## src/rtl/spi_flash_resp_pkg.sv

```systemverilog
// Shared opcodes and responder state encoding for the SPI flash responder model.
package spi_flash_pkg;

    localparam logic [7:0] OP_WREN   = 8'h06;
    localparam logic [7:0] OP_WRDI   = 8'h04;
    localparam logic [7:0] OP_RDSR   = 8'h05;
    localparam logic [7:0] OP_CE     = 8'hC7;
    localparam logic [7:0] OP_CE_ALT = 8'h60;

    typedef enum logic [1:0] {
        IDLE,
        CMD,
        RDSR_OUT,
        IGNORE
    } resp_state_t;

    function automatic logic is_erase(input logic [7:0] op);
        return (op == OP_CE) || (op == OP_CE_ALT);
    endfunction

endpackage

```

## src/rtl/spi_flash_resp_if.sv

```systemverilog
// Single-lane SPI pin bundle between an initiator (master) and the flash model (slave).
interface spi_flash_resp_if;

    logic CS;
    logic CLOCK;
    logic IO0;
    logic IO1;
    logic io1_oe;

    modport master (output CS, CLOCK, IO0, input IO1, io1_oe);
    modport slave  (input CS, CLOCK, IO0, output IO1, io1_oe);

endinterface

```

## src/rtl/spi_flash_resp_edge_det.sv

```systemverilog
// Pin synchroniser and edge detector for SPI mode-0 test models: one register stage on
// CS/SCK/MOSI, plus a second stage on CS and SCK to form single-cycle edge pulses.
module spi_edge_det (
    input  logic clk,
    input  logic rst,
    input  logic cs,
    input  logic sck,
    input  logic mosi,
    output logic cs_q,
    output logic mosi_q,
    output logic rise,
    output logic fall,
    output logic cs_rise,
    output logic cs_fall
);

    logic cs_qq;
    logic sck_q;
    logic sck_qq;

    // NOTE: sequential state uses non-blocking assignments so every register samples pre-edge values.
    always_ff @(posedge clk) begin
        if (rst) begin
            cs_q   <= 1'b1;
            cs_qq  <= 1'b1;
            sck_q  <= 1'b0;
            sck_qq <= 1'b0;
            mosi_q <= 1'b0;
        end else begin
            cs_q   <= cs;
            cs_qq  <= cs_q;
            sck_q  <= sck;
            sck_qq <= sck_q;
            mosi_q <= mosi;
        end
    end

    assign rise    =  sck_q & ~sck_qq;
    assign fall    = ~sck_q &  sck_qq;
    assign cs_rise =  cs_q  & ~cs_qq;
    assign cs_fall = ~cs_q  &  cs_qq;

endmodule

```

## src/rtl/spi_flash_resp.sv

```systemverilog
// Cycle-accurate SPI flash responder: decodes WREN/WRDI/RDSR/chip-erase on a mode-0 link
// and models a programmable erase busy time on the WIP status bit.
module spi_flash_resp
    import spi_flash_pkg::*;
#(
    parameter int ERASE_CYCLES = 64,
    parameter int CMD_W        = 8
) (
    input  logic             ACLK,
    input  logic             ARESET,
    spi_flash_resp_if.slave  spi,
    output logic             wip,
    output logic             wel,
    output logic             erase_done,
    output logic [CMD_W-1:0] last_opcode
);

    localparam int         CNT_W    = (ERASE_CYCLES > 1) ? $clog2(ERASE_CYCLES) : 1;
    localparam logic [3:0] LAST_BIT = 4'(CMD_W - 1);
    localparam logic [3:0] FULL_CNT = 4'(CMD_W);

    logic             cs_q, mosi_q, rise, fall, cs_rise, cs_fall;
    resp_state_t      state, state_n;
    logic [3:0]       bit_cnt;
    logic [CMD_W-1:0] shift, shift_in;
    logic [7:0]       status, tx_reg;
    logic [2:0]       tx_idx;
    logic             io1_r, io1_oe_w, exec;
    logic [CNT_W-1:0] busy_cnt;

    spi_edge_det u_edge (
        .clk     (ACLK),
        .rst     (ARESET),
        .cs      (spi.CS),
        .sck     (spi.CLOCK),
        .mosi    (spi.IO0),
        .cs_q    (cs_q),
        .mosi_q  (mosi_q),
        .rise    (rise),
        .fall    (fall),
        .cs_rise (cs_rise),
        .cs_fall (cs_fall)
    );

    assign status   = {6'b0, wel, wip};
    assign shift_in = {shift[CMD_W-2:0], mosi_q};
    // Commands act only on a clean CS release with a whole opcode, and never while busy.
    assign exec     = cs_rise && (state != IDLE) && (bit_cnt == FULL_CNT) && !wip;

    always_ff @(posedge ACLK) begin
        if (ARESET) state <= IDLE;
        else        state <= state_n;
    end

    // NOTE: state_n gets a default before the case so no path leaves it unassigned (no latch).
    always_comb begin
        state_n = state;
        if (cs_rise) begin
            state_n = IDLE;
        end else begin
            unique case (state)
                IDLE:     if (cs_fall) state_n = CMD;
                CMD:      if (rise && bit_cnt == LAST_BIT)
                              state_n = (shift_in == OP_RDSR) ? RDSR_OUT : IGNORE;
                default:  state_n = state;
            endcase
        end
    end

    always_ff @(posedge ACLK) begin
        if (ARESET) begin
            bit_cnt     <= '0;
            shift       <= '0;
            last_opcode <= '0;
            tx_reg      <= '0;
            tx_idx      <= '0;
            io1_r       <= 1'b0;
        end else begin
            unique case (state)
                IDLE: if (cs_fall) begin
                    bit_cnt <= '0;
                    shift   <= '0;
                    io1_r   <= 1'b0;
                end
                CMD: if (rise) begin
                    shift   <= shift_in;
                    bit_cnt <= bit_cnt + 4'd1;
                    if (bit_cnt == LAST_BIT) begin
                        last_opcode <= shift_in;
                        tx_reg      <= status;
                        tx_idx      <= 3'd7;
                    end
                end
                RDSR_OUT: if (fall) begin
                    io1_r <= tx_reg[tx_idx];
                    // Reload at the end of each byte so polling sees WIP/WEL change.
                    if (tx_idx == 3'd0) begin
                        tx_reg <= status;
                        tx_idx <= 3'd7;
                    end else begin
                        tx_idx <= tx_idx - 3'd1;
                    end
                end
                IGNORE: if (rise && bit_cnt != 4'hF) bit_cnt <= bit_cnt + 4'd1;
                default: ;
            endcase
        end
    end

    // Expiry is checked before command execution, so it wins a same-cycle cs_rise.
    always_ff @(posedge ACLK) begin
        if (ARESET) begin
            wip        <= 1'b0;
            wel        <= 1'b0;
            erase_done <= 1'b0;
            busy_cnt   <= '0;
        end else begin
            erase_done <= 1'b0;
            if (wip) begin
                if (busy_cnt == '0) begin
                    wip        <= 1'b0;
                    wel        <= 1'b0;
                    erase_done <= 1'b1;
                end else begin
                    busy_cnt <= busy_cnt - CNT_W'(1);
                end
            end else if (exec) begin
                if (shift == OP_WREN) begin
                    wel <= 1'b1;
                end else if (shift == OP_WRDI) begin
                    wel <= 1'b0;
                end else if (is_erase(shift) && wel) begin
                    wip      <= 1'b1;
                    busy_cnt <= CNT_W'(ERASE_CYCLES - 1);
                end
            end
        end
    end

    assign io1_oe_w   = (state == RDSR_OUT) && !cs_q;
    assign spi.io1_oe = io1_oe_w;
    assign spi.IO1    = io1_oe_w & io1_r;

endmodule

```

## src/flat_wrapper.sv

```systemverilog
// flat-port wrapper written by rule: the top's interface ports become plain ports
module spi_flash_resp_flat import spi_flash_pkg::*;
#(
    parameter int ERASE_CYCLES = 64,
    parameter int CMD_W        = 8
)
  (ACLK, ARESET, wip, wel, erase_done, last_opcode, spi_CS, spi_CLOCK, spi_IO0, spi_IO1, spi_io1_oe);
  spi_flash_resp_if spi_i ();
  input  logic ACLK;
  input  logic ARESET;
  output logic wip;
  output logic wel;
  output logic erase_done;
  output logic [CMD_W-1:0] last_opcode;
  input wire logic [$bits(spi_i.CS)-1:0] spi_CS;
  input wire logic [$bits(spi_i.CLOCK)-1:0] spi_CLOCK;
  input wire logic [$bits(spi_i.IO0)-1:0] spi_IO0;
  output wire logic [$bits(spi_i.IO1)-1:0] spi_IO1;
  output wire logic [$bits(spi_i.io1_oe)-1:0] spi_io1_oe;
  assign spi_i.CS = spi_CS;
  assign spi_i.CLOCK = spi_CLOCK;
  assign spi_i.IO0 = spi_IO0;
  assign spi_IO1 = spi_i.IO1;
  assign spi_io1_oe = spi_i.io1_oe;
  spi_flash_resp #(.ERASE_CYCLES(ERASE_CYCLES), .CMD_W(CMD_W)) u_core (.ACLK(ACLK), .ARESET(ARESET), .spi(spi_i), .wip(wip), .wel(wel), .erase_done(erase_done), .last_opcode(last_opcode));
endmodule
```

## config.mk

```make
export PLATFORM = sky130hd
export DESIGN_NAME = spi_flash_resp_flat
export DESIGN_NICKNAME = d
export VERILOG_FILES = /design/src/rtl/spi_flash_resp_pkg.sv /design/src/rtl/spi_flash_resp_if.sv /design/src/rtl/spi_flash_resp_edge_det.sv /design/src/rtl/spi_flash_resp.sv /design/src/flat_wrapper.sv
export SDC_FILE = /design/constraint.sdc
export NUM_CORES = 1
export LEC_CHECK = 0
export CAP_MARGIN = 20
export CORE_UTILIZATION = 56
export DETAILED_ROUTE_END_ITERATION = 10
export HOLD_SLACK_MARGIN = 0.1
export PLACE_DENSITY_LB_ADDON = 0.05
export SYNTH_ARGS = -nofsm -noshare
export SYNTH_HDL_FRONTEND = slang
export SYNTH_HIERARCHICAL = 1
export SYNTH_SLANG_ARGS = --single-unit
```

## constraint.sdc

```tcl
create_clock -name ACLK -period 2.6 [get_ports ACLK]
set_clock_uncertainty 0.05 [all_clocks]
set_input_delay 0.26 -clock ACLK [delete_from_list [all_inputs] [get_ports ACLK]]
set_output_delay 0.26 -clock ACLK [all_outputs]
set_load 0.02 [all_outputs]
```

After elaboration in Yosys (flattened, before gate mapping) --
Index checks and enable logic that the tools add are counted.
Word-level totals: flip-flop bits (word level) 48, word-level logic and storage cells 128, bits of input ports 5
Cells by class: multiplexer cells 44, $lt $le $gt $ge 1, add/sub/neg operators 3, bitwise operators 10, equal/unequal tests 22, reduce and logical (&&, ||, !) cells 32
Operators with widths (number):
- 8-bit 2-to-1 mux | 6
- 6-bit 2-to-1 mux | 6
- 8-bit one-hot mux with 2 select lines | 2
- 8-bit by 3-bit == test with 1-bit output, second input constant | 3
- 2-bit by 1-bit inequality test with 1-bit output, second input constant | 9
- 1-bit 2-to-1 mux | 16
- 3-bit AND reduction | 5
- 3-bit 2-to-1 mux | 4
- 4-bit 2-to-1 mux | 3
- 4-bit one-hot mux with 3 select lines | 1
- 2-bit nonzero test | 6
- 5-bit AND reduction | 2
- 8-bit by 7-bit == test with 1-bit output, second input constant | 1
- 8-bit == test, second input constant | 1
- 4-bit AND reduction | 2
- 1-bit logical AND | 7
- 6-bit logical NOT | 1
- 3-bit one-hot mux with 2 select lines | 1
- 3-bit nonzero test | 2
- 6-bit by 1-bit subtractor with 6-bit output, second input constant | 1
- 1-bit AND | 5
- 1-bit NOT | 5
- 4-bit by 1-bit adder with 4-bit output, second input constant | 1
- 2-bit == test, second input constant | 2
- other kinds (16) | 20

Longest topological paths before layout --
Gate-level depths: netlist of run 1.
word-level depth 8, mapped depth 7, gate-level depth less buffers 7

Hierarchy --
The synthesis of run 1 kept the hierarchy.
By module, submodules not included:
- spi_flash_resp | area an instance 1727.9 µm², sequential area each 740.7 µm², cells an instance 211, times used 1
- spi_edge_det | area an instance 156.4 µm², sequential area each 100.1 µm², cells an instance 14, times used 1

Least setup slack after synthesis of run 1 --
Ideal clock, no wire load.
path kind reg2reg, start point register u_core.busy_cnt[0], end point register u_core.wel, cell stages (with the launch flop) 8, arrival time 1.818 ns, data required time 2.418 ns, slack 0.600 ns, setup time 0.132 ns, cell sequence dfxtp_1 inv_1 ha_1 or4b_1 or3b_2 a21boi_1 o21ai_0 a21oi_1
On the way: word-level cells in the longest chain between the ends 3
Ends and longest elaborated chain:
- from (decl) | RTL line spi_flash_resp.sv:29 | logic [CNT_W-1:0] busy_cnt;
- from (signal assigned) | RTL line spi_flash_resp.sv:125 | busy_cnt <= busy_cnt - CNT_W'(1);
- from (signal assigned) | RTL line spi_flash_resp.sv:134 | busy_cnt <= CNT_W'(ERASE_CYCLES - 1);
- 6-bit logical NOT | RTL line spi_flash_resp.sv:120 | if (busy_cnt == '0) begin
- 2-bit inequality test (no source line)
- 3-bit AND reduction (no source line)
- to (signal assigned) | RTL line spi_flash_resp.sv:122 | wel <= 1'b0;
- to (signal assigned) | RTL line spi_flash_resp.sv:129 | wel <= 1'b1;
- to (signal assigned) | RTL line spi_flash_resp.sv:131 | wel <= 1'b0;
- to (decl) | RTL line spi_flash_resp.sv:13 | output logic wel,
Every way passes these cells. A chain may end at the register's enable or synchronous reset.

Worst setup path in the final report of run 1 --
start point register u_core.state[1], end point output port spi_IO1
On the way: word-level cells in the longest chain between the ends 3
Ends and longest elaborated chain:
- from (decl) | RTL line spi_flash_resp.sv:23 | resp_state_t state, state_n;
- from (signal assigned) | RTL line spi_flash_resp.sv:52 | else state <= state_n;
- 2-bit == test | RTL line spi_flash_resp.sv:140 | assign io1_oe_w = (state == RDSR_OUT) && !cs_q;
- 1-bit logical AND | RTL line spi_flash_resp.sv:140
- 1-bit AND | RTL line spi_flash_resp.sv:142 | assign spi.IO1 = io1_oe_w & io1_r;
- to (decl) | RTL line flat_wrapper.sv:18 | output wire logic [$bits(spi_i.IO1)-1:0] spi_IO1;
Every way passes these cells.

==> results of run 1 <==
-- per-layer routing --
metal  up-vias  track usage [%]
li1        814                -
met4         0            10.63
met1       732            26.99
met3         4            6.710
met5         -                0
met2        49            37.46
-- logic make-up (layout without fill, tap and decap cells) --
logic type / Yosys count / in the layout / synth area share, %
AO/OA/AOI/OAI: 44 / 44 / 14.74
XOR/XNOR: 5 / 5 / 2.324
adder cells (fa/ha/maj): 6 / 6 / 3.984
buffers and inverters: 22 / 42 / 4.383
flip-flops: 42 / 42 / 44.62
multiplexers: 5 / 5 / 2.722
AND/OR/NAND/NOR: 101 / 101 / 27.22
-- final timing paths --
check,slack [ns],start,endpoint,cells past startpoint
worst max register to register,0.43,u_core/busy_cnt[0],u_core/busy_cnt[2],7
worst min-delay path,0.41,spi_CLOCK,u_core/u_edge/sck_q,2
worst min register to register,0.41,u_core/last_opcode[4],u_core/last_opcode[4],2
worst max-delay path,0.37,u_core/state[1],spi_IO1,4
-- final cells by class --
class	count	share of cell area (%)
Clock buffer	7	2.542
Clock inverter	1	0.2311
Inverter	13	2.253
Multi-Input combinational cell	161	44.37
Sequential cell	42	38.82
Tap cell	44	2.542
Timing Repair Buffer	21	9.243
-- synth_stat cells, types with 2 or more instances --
master,number
a21oi_1,22
a221oi_1,4
inv_1,13
xnor2_1,3
and3_1,7
o21ai_0,3
nand2_1,28
nand2b_1,3
mux2i_1,4
or4b_1,2
or2_1,2
ha_1,6
nor2b_1,8
nand3_1,7
nor2_1,27
xor2_1,2
clkbuf_1,9
nor3_1,3
or2_2,2
a31oi_1,2
and2_1,2
dfxtp_1,42
-- where the power goes --
group / switching [W] / internal, W / total [W]
sequential: 0.00000631 / 0.000649 / 0.000655
clock: 0.000199 / 0.000131 / 0.000331
combinational: 0.0000269 / 0.0000196 / 0.0000464
-- critical path, delay by kind of cell, from the launching register on --
family                 cells  cell delay, ns
AND/OR/NAND/NOR            3            0.43
buffers and inverters      1            0.60
flip-flops                 1            0.54
-- through the flow --
| stage | worst slack, ns | area [um^2] | hold slack, ns | std cells |
|---|---|---|---|---|
| finish | 0.3731 | 2166 | 0.4061 | 289 |
| global route | 0.2270 | 2166 | 0.3966 | 289 |
| CTS | 0.3638 | 2166 | 0.3933 | 289 |
| detailed placement | 0.4540 | 2106 | 0.3960 | 281 |
| global placement | 0.5506 | 2106 | 0.3922 | 281 |
| floorplan | 0.5997 | 1884 | 0.2816 | 225 |
-- placed cells by master, fill, tap and decap left out, types with 2 or more instances in the layout --
cell type,Yosys,layout
a21oi_1,22,22
nor2b_1,8,8
xor2_1,2,2
a221oi_1,4,4
xnor2_1,3,3
inv_1,13,13
nand3_1,7,7
or2_2,2,2
and3_1,7,7
nand2_1,28,28
nand2b_1,3,3
or2_1,2,2
clkbuf_4,0,5
ha_1,6,6
o21ai_0,3,3
mux2i_1,4,4
nor3_1,3,3
dfxtp_1,42,42
clkdlybuf4s50_1,0,17
or4b_1,2,2
buf_4,0,4
nor2_1,27,27
a31oi_1,2,2
and2_1,2,2
==> results.ini, run 1 <==
[clock_tree]
cts_tree = yes
cts_setup_buffers = 0
cts_buffers = 5
cts_resized = 0
cts_sinks = 42
path_clk_slew_ns = 0.11
hold_buffers = 0
cts_root_buf = clkbuf_4
clockBufferDepth = 2
clock_latency_ns = 0.35
htreeDepth = 2

[yosys]
syn_avg_cell_area_um2 = 8.375
synth_nets = 236
synth_cell_types = 46
syn-instance-count = 225
ys.flop_type = dfxtp_1
synth_top_cell_by_area = dfxtp_1
synth_top_area_share_pct = 44.62
synth.area.top_cells = dfxtp_1 (45%), a21oi_1 (5.8%), nand2_1 (5.6%), nor2_1 (5.4%), ha_1 (4.0%)
netlist_area_mm2 = 0.001884
yosys_warnings = 6
ys_ff_latch = 42
synthArstFlopShare_pct = 0
synth_edf_count = 0
synth_seq_area_share_pct = 44.62

[layout]
seq_area_um2 = 840.8
multi_input_area_um2 = 960.9
nets = 255
antenna_cells = 0
final_core_util_pct = 69.24
area.growth.synth_to_final_pct = 14.94
drive_gt1_share_pct = 7.347
fillers = 263
largest_registers = u_core/last_opcode x8, u_core/shift x8, u_core/busy_cnt x6

[worst_setup_path]
timing.critical_path.cells = nand2b_1 > nor2_1 > and2_1 > clkdlybuf4s50_1
critPathLaunchType = register
crit_slowest_cell = clkdlybuf4s50_1
required_ns = 2.29
critPathMaxStageDelay_ns = 0.60
criticalPathCategory = register to primary output
critPathArrivalTime_ns = 1.92
crit_fanout = 11
endpoint_kind = primary output

[routing]
via_per_inst = 5.533
drt_first_pass_iters = 4
finalWirelength_um = 3617
remaining_drc_errors = 0
wl_met2_um = 1758
drt-wirelength-per-cell_um = 12.52
ant_nets = 0
wl_met3_um = 201
vias = 1599
initialDrtViolationCount = 109
top_layer_used = met4
wirelength_met1_um = 1618

[power]
fin_total_pwr_w = 0.001032
power_density_mw_per_mm2 = 476.5
vdd_drop_max_v = 0.0003708
p_leak_nw = 0.8009

[die]
row_count = 20
die_w_um = 60.01
core_mm2 = 0.003128
initial_core_util_pct = 60.24
boundaryPins = 18
dieArea_mm2 = 0.003601
die_h_um = 60.01

[timing]
finalHoldViolations = 0
rsz0062_at_grt = no
setup_violations = 0
fmax_mhz = 449.1
worst_pin_slew_ns = 0.4412
drv_slew = 0
period_needed_ns = 2.227
relSlewSlack_pct = 70.59
setup-tns-final_ns = 0
fin_crit_sh_pct = 85.65

[global_route]
grt_max_degree = 22
grtUsageTotal_pct = 22.71
grt_pass1_vias = 1393
grt-ovfl-total = 0
grt_first_pass_wirelength_um = 5961
antenna_found_initial = 0

[place]
dp_hpwl_um = 2611
gp_congestion = 0.8187
placement.io_buffers = 17

[min_path]
hold_path_class = primary input to register

[flow_run]
maxCapViolations = 0

[outcome]
outcome = complete, no violations

Note: power is estimated with default switching activity, not from simulation.
==> run 2: changes to the inputs <==
- GPL_ROUTABILITY_DRIVEN: not set -> 0
==> results of run 2 <==
No change in the layout: final DEF, timing and power equal those of run 1.
==> run 3: changes to the inputs <==
--- a/config.mk
+++ b/config.mk
@@ -9,4 +9,5 @@
 export CORE_UTILIZATION = 56
 export DETAILED_ROUTE_END_ITERATION = 10
+export DONT_BUFFER_PORTS = 1
 export GPL_ROUTABILITY_DRIVEN = 0
 export HOLD_SLACK_MARGIN = 0.1
==> constraint.sdc (replaced) <==
create_clock -name ACLK -period 2.79 [get_ports ACLK]
set_clock_uncertainty 0.05 [all_clocks]
set_input_delay 0.279 -clock ACLK [delete_from_list [all_inputs] [get_ports ACLK]]
set_output_delay 0.279 -clock ACLK [all_outputs]
set_load 0.1 [all_outputs]
==> results.ini, run 3 (synthesis gave the netlist of run 1 again) <==
[clock_tree]
cts_root_buf = clkbuf_4
cts_buffers = 5  ; unchanged
cts_tree = yes
cts_setup_buffers = 0  ; unchanged
clock_latency_ns = 0.35  ; about the same
clockBufferDepth = 2  ; unchanged
cts_sinks = 42  ; unchanged
htreeDepth = 2  ; unchanged
cts_resized = 0  ; unchanged
path_clk_slew_ns = 0.12  ; about the same

[global_route]
grt_max_degree = 42  ; +91%
grt_first_pass_wirelength_um = 5961  ; unchanged
grt_pass1_vias = 1433  ; +2.9%
grtUsageTotal_pct = 22.26  ; -0.46 points
antenna_found_initial = 0  ; unchanged
grt-ovfl-total = 0  ; unchanged

[worst_setup_path]
required_ns = 2.98  ; +0.69 ns
crit_family = simple AND/OR/NAND/NOR gates
criticalPathCategory = register to register
critPathMaxStageDelay_ns = 0.49  ; -0.11 ns
critPathArrivalTime_ns = 2.32  ; +0.40 ns
timing.critical_path.cells = inv_1 > ha_1 > or4b_1 > or3b_2 > a21boi_1 > nand2b_2 > a221oi_1
cp_num_buf_inv = 1  ; unchanged
crit_slowest_cell = or3b_2
critPathLaunchType = register
crit_fanout = 5  ; -6
endpoint_kind = register

[routing]
drt_first_pass_iters = 4  ; unchanged
remaining_drc_errors = 0  ; unchanged
finalWirelength_um = 3568  ; -1.4%
initialDrtViolationCount = 115  ; +5.5%
via_per_inst = 5.569  ; +0.65%
vias = 1537  ; -3.9%
drt-wirelength-per-cell_um = 12.93  ; +3.3%
ant_nets = 0  ; unchanged

[layout]
multi_input_area_um2 = 963.4  ; +0.26%
layout_common_cells = dfxtp_1 (42), nand2_1 (28), nor2_1 (26)
drive_gt1_share_pct = 8.190  ; +0.84 points
layout_commonest_cell = dfxtp_1
area.growth.synth_to_final_pct = 8.300
antenna_cells = 0  ; unchanged
nets = 243  ; -4.7%
fillers = 289  ; +9.9%
seq_area_um2 = 840.8  ; unchanged
largest_registers = u_core/last_opcode x8, u_core/shift x8, u_core/busy_cnt x6

[timing]
fin_ws_ns = 0.6585  ; +0.2853 ns
fmax_mhz = 469.1
setup-tns-final_ns = 0  ; unchanged
setup_violations = 0  ; unchanged
finalHoldViolations = 0  ; unchanged
period_needed_ns = 2.132
relSlewSlack_pct = 35.57  ; -35 points
fin_crit_sh_pct = 76.40
holdWs_ns = 0.1490  ; -0.2571 ns
worst_pin_slew_ns = 0.9652  ; +0.5240 ns
rsz0062_at_grt = no
drv_slew = 0  ; unchanged

[die]
die_w_um = 60.01  ; unchanged
dieArea_mm2 = 0.003601  ; unchanged
boundaryPins = 18  ; unchanged
die_h_um = 60.01  ; unchanged
core_mm2 = 0.003128  ; unchanged
initial_core_util_pct = 60.24  ; unchanged
row_count = 20  ; unchanged

[min_path]
hold_path_class = primary input to register

[place]
pre_cts_ws_ns = 0.6836  ; +0.2296 ns
dp_hpwl_um = 2503  ; -4.1%
placement.io_buffers = 0  ; -17

[power]
p_seq_share_pct = 65.7  ; +2.2 points
p_leak_nw = 0.7598  ; -5.1%
internal_power_w = 0.0007169  ; -10%
power_frac_comb_pct = 4.5  ; about the same
power_density_mw_per_mm2 = 455.2  ; -4.5%
p_sw_w = 0.0002120  ; -8.8%
pwr-share-clk_pct = 29.8  ; -2.2 points
sw_frac_of_total_pct = 22.83  ; +0.29 points
vdd_drop_max_v = 0.0002693  ; -27%

[flow_run]
maxCapViolations = 0  ; unchanged

[outcome]
outcome = complete, no violations

[run 3: cell types whose count changed in the layout (fill, tap and decap cells not counted), sizes merged]
| cell | previous run | this run |
|---|---|---|
| buf | 4 | 6 |
| clkdlybuf4s50 | 17 | 0 |
| clkinv | 1 | 0 |
| dlygate4sd3 | 0 | 3 |
[run 3: final timing paths]
kind | to | start | slack, ns | depth (start not counted)
setup / recovery | u_core/busy_cnt[3] | u_core/busy_cnt[0] | 0.66 | 7
hold reg to reg | u_core/tx_reg[1] | u_core/tx_reg[1] | 0.42 | 2
setup reg to reg | u_core/busy_cnt[3] | u_core/busy_cnt[0] | 0.66 | 7
hold / removal | u_core/bit_cnt[0] | ARESET | 0.15 | 2
[run 3: power groups by stage]
stage | Sequential, W | Combinational [W] | Clock [W]
3_5_place_dp | 0.000624 | 0.0000276 | 0
4_1_cts | 0.000610 | 0.0000423 | 0.000287
6_report | 0.000610 | 0.0000422 | 0.000276
2_1_floorplan | 0.000621 | 0.0000322 | 0
3_3_place_gp | 0.000624 | 0.0000270 | 0
5_1_grt | 0.000612 | 0.0000466 | 0.000316
[run 3: worst reg2reg max path, stage by stage (launching register included)]
cell and delay, ns:
dfxtp_1 0.34, inv_1 0.10, ha_1 0.14, or4b_1 0.45
or3b_2 0.49, a21boi_1 0.18, nand2b_2 0.17, a221oi_1 0.10
[run 3: routing by layer]
| layer | routed length (um) | global-route usage, % | vias up |
|---|---|---|---|
| met5 | 0 | 0 | - |
| met4 | 44 | 7.309 | 0 |
| met3 | 142 | 5.844 | 5 |
| met1 | 1690 | 27.20 | 710 |
| met2 | 1691 | 37.78 | 35 |
| li1 | - | - | 787 |
[run 3: stage by stage]
stage	area (um^2)	utilization [%]	total power [W]	cells
after global routing	2041	65.24	0.0009743	276
after global placement	1946	62.20	0.0006508	265
final	2041	65.24	0.0009290	276
after detailed placement	1946	62.20	0.0006514	265
after CTS	2041	65.24	0.0009391	276
after floorplan	1887	-	0.0006527	225
[run 3: layout make-up]
class / instances / share of cell area, %
clock buffer: 7 / 2.207
tap: 44 / 2.698
sequential: 42 / 41.20
multi-input combinational: 161 / 47.21
inverter: 13 / 2.391
timing repair buffer: 9 / 4.292
[run 3: repair_timing]
action / 4_1_cts / 5_1_grt
hold endpoints to repair: 42 / 0
hold buffers: 4 / 0
setup endpoints to repair: 0 / 0
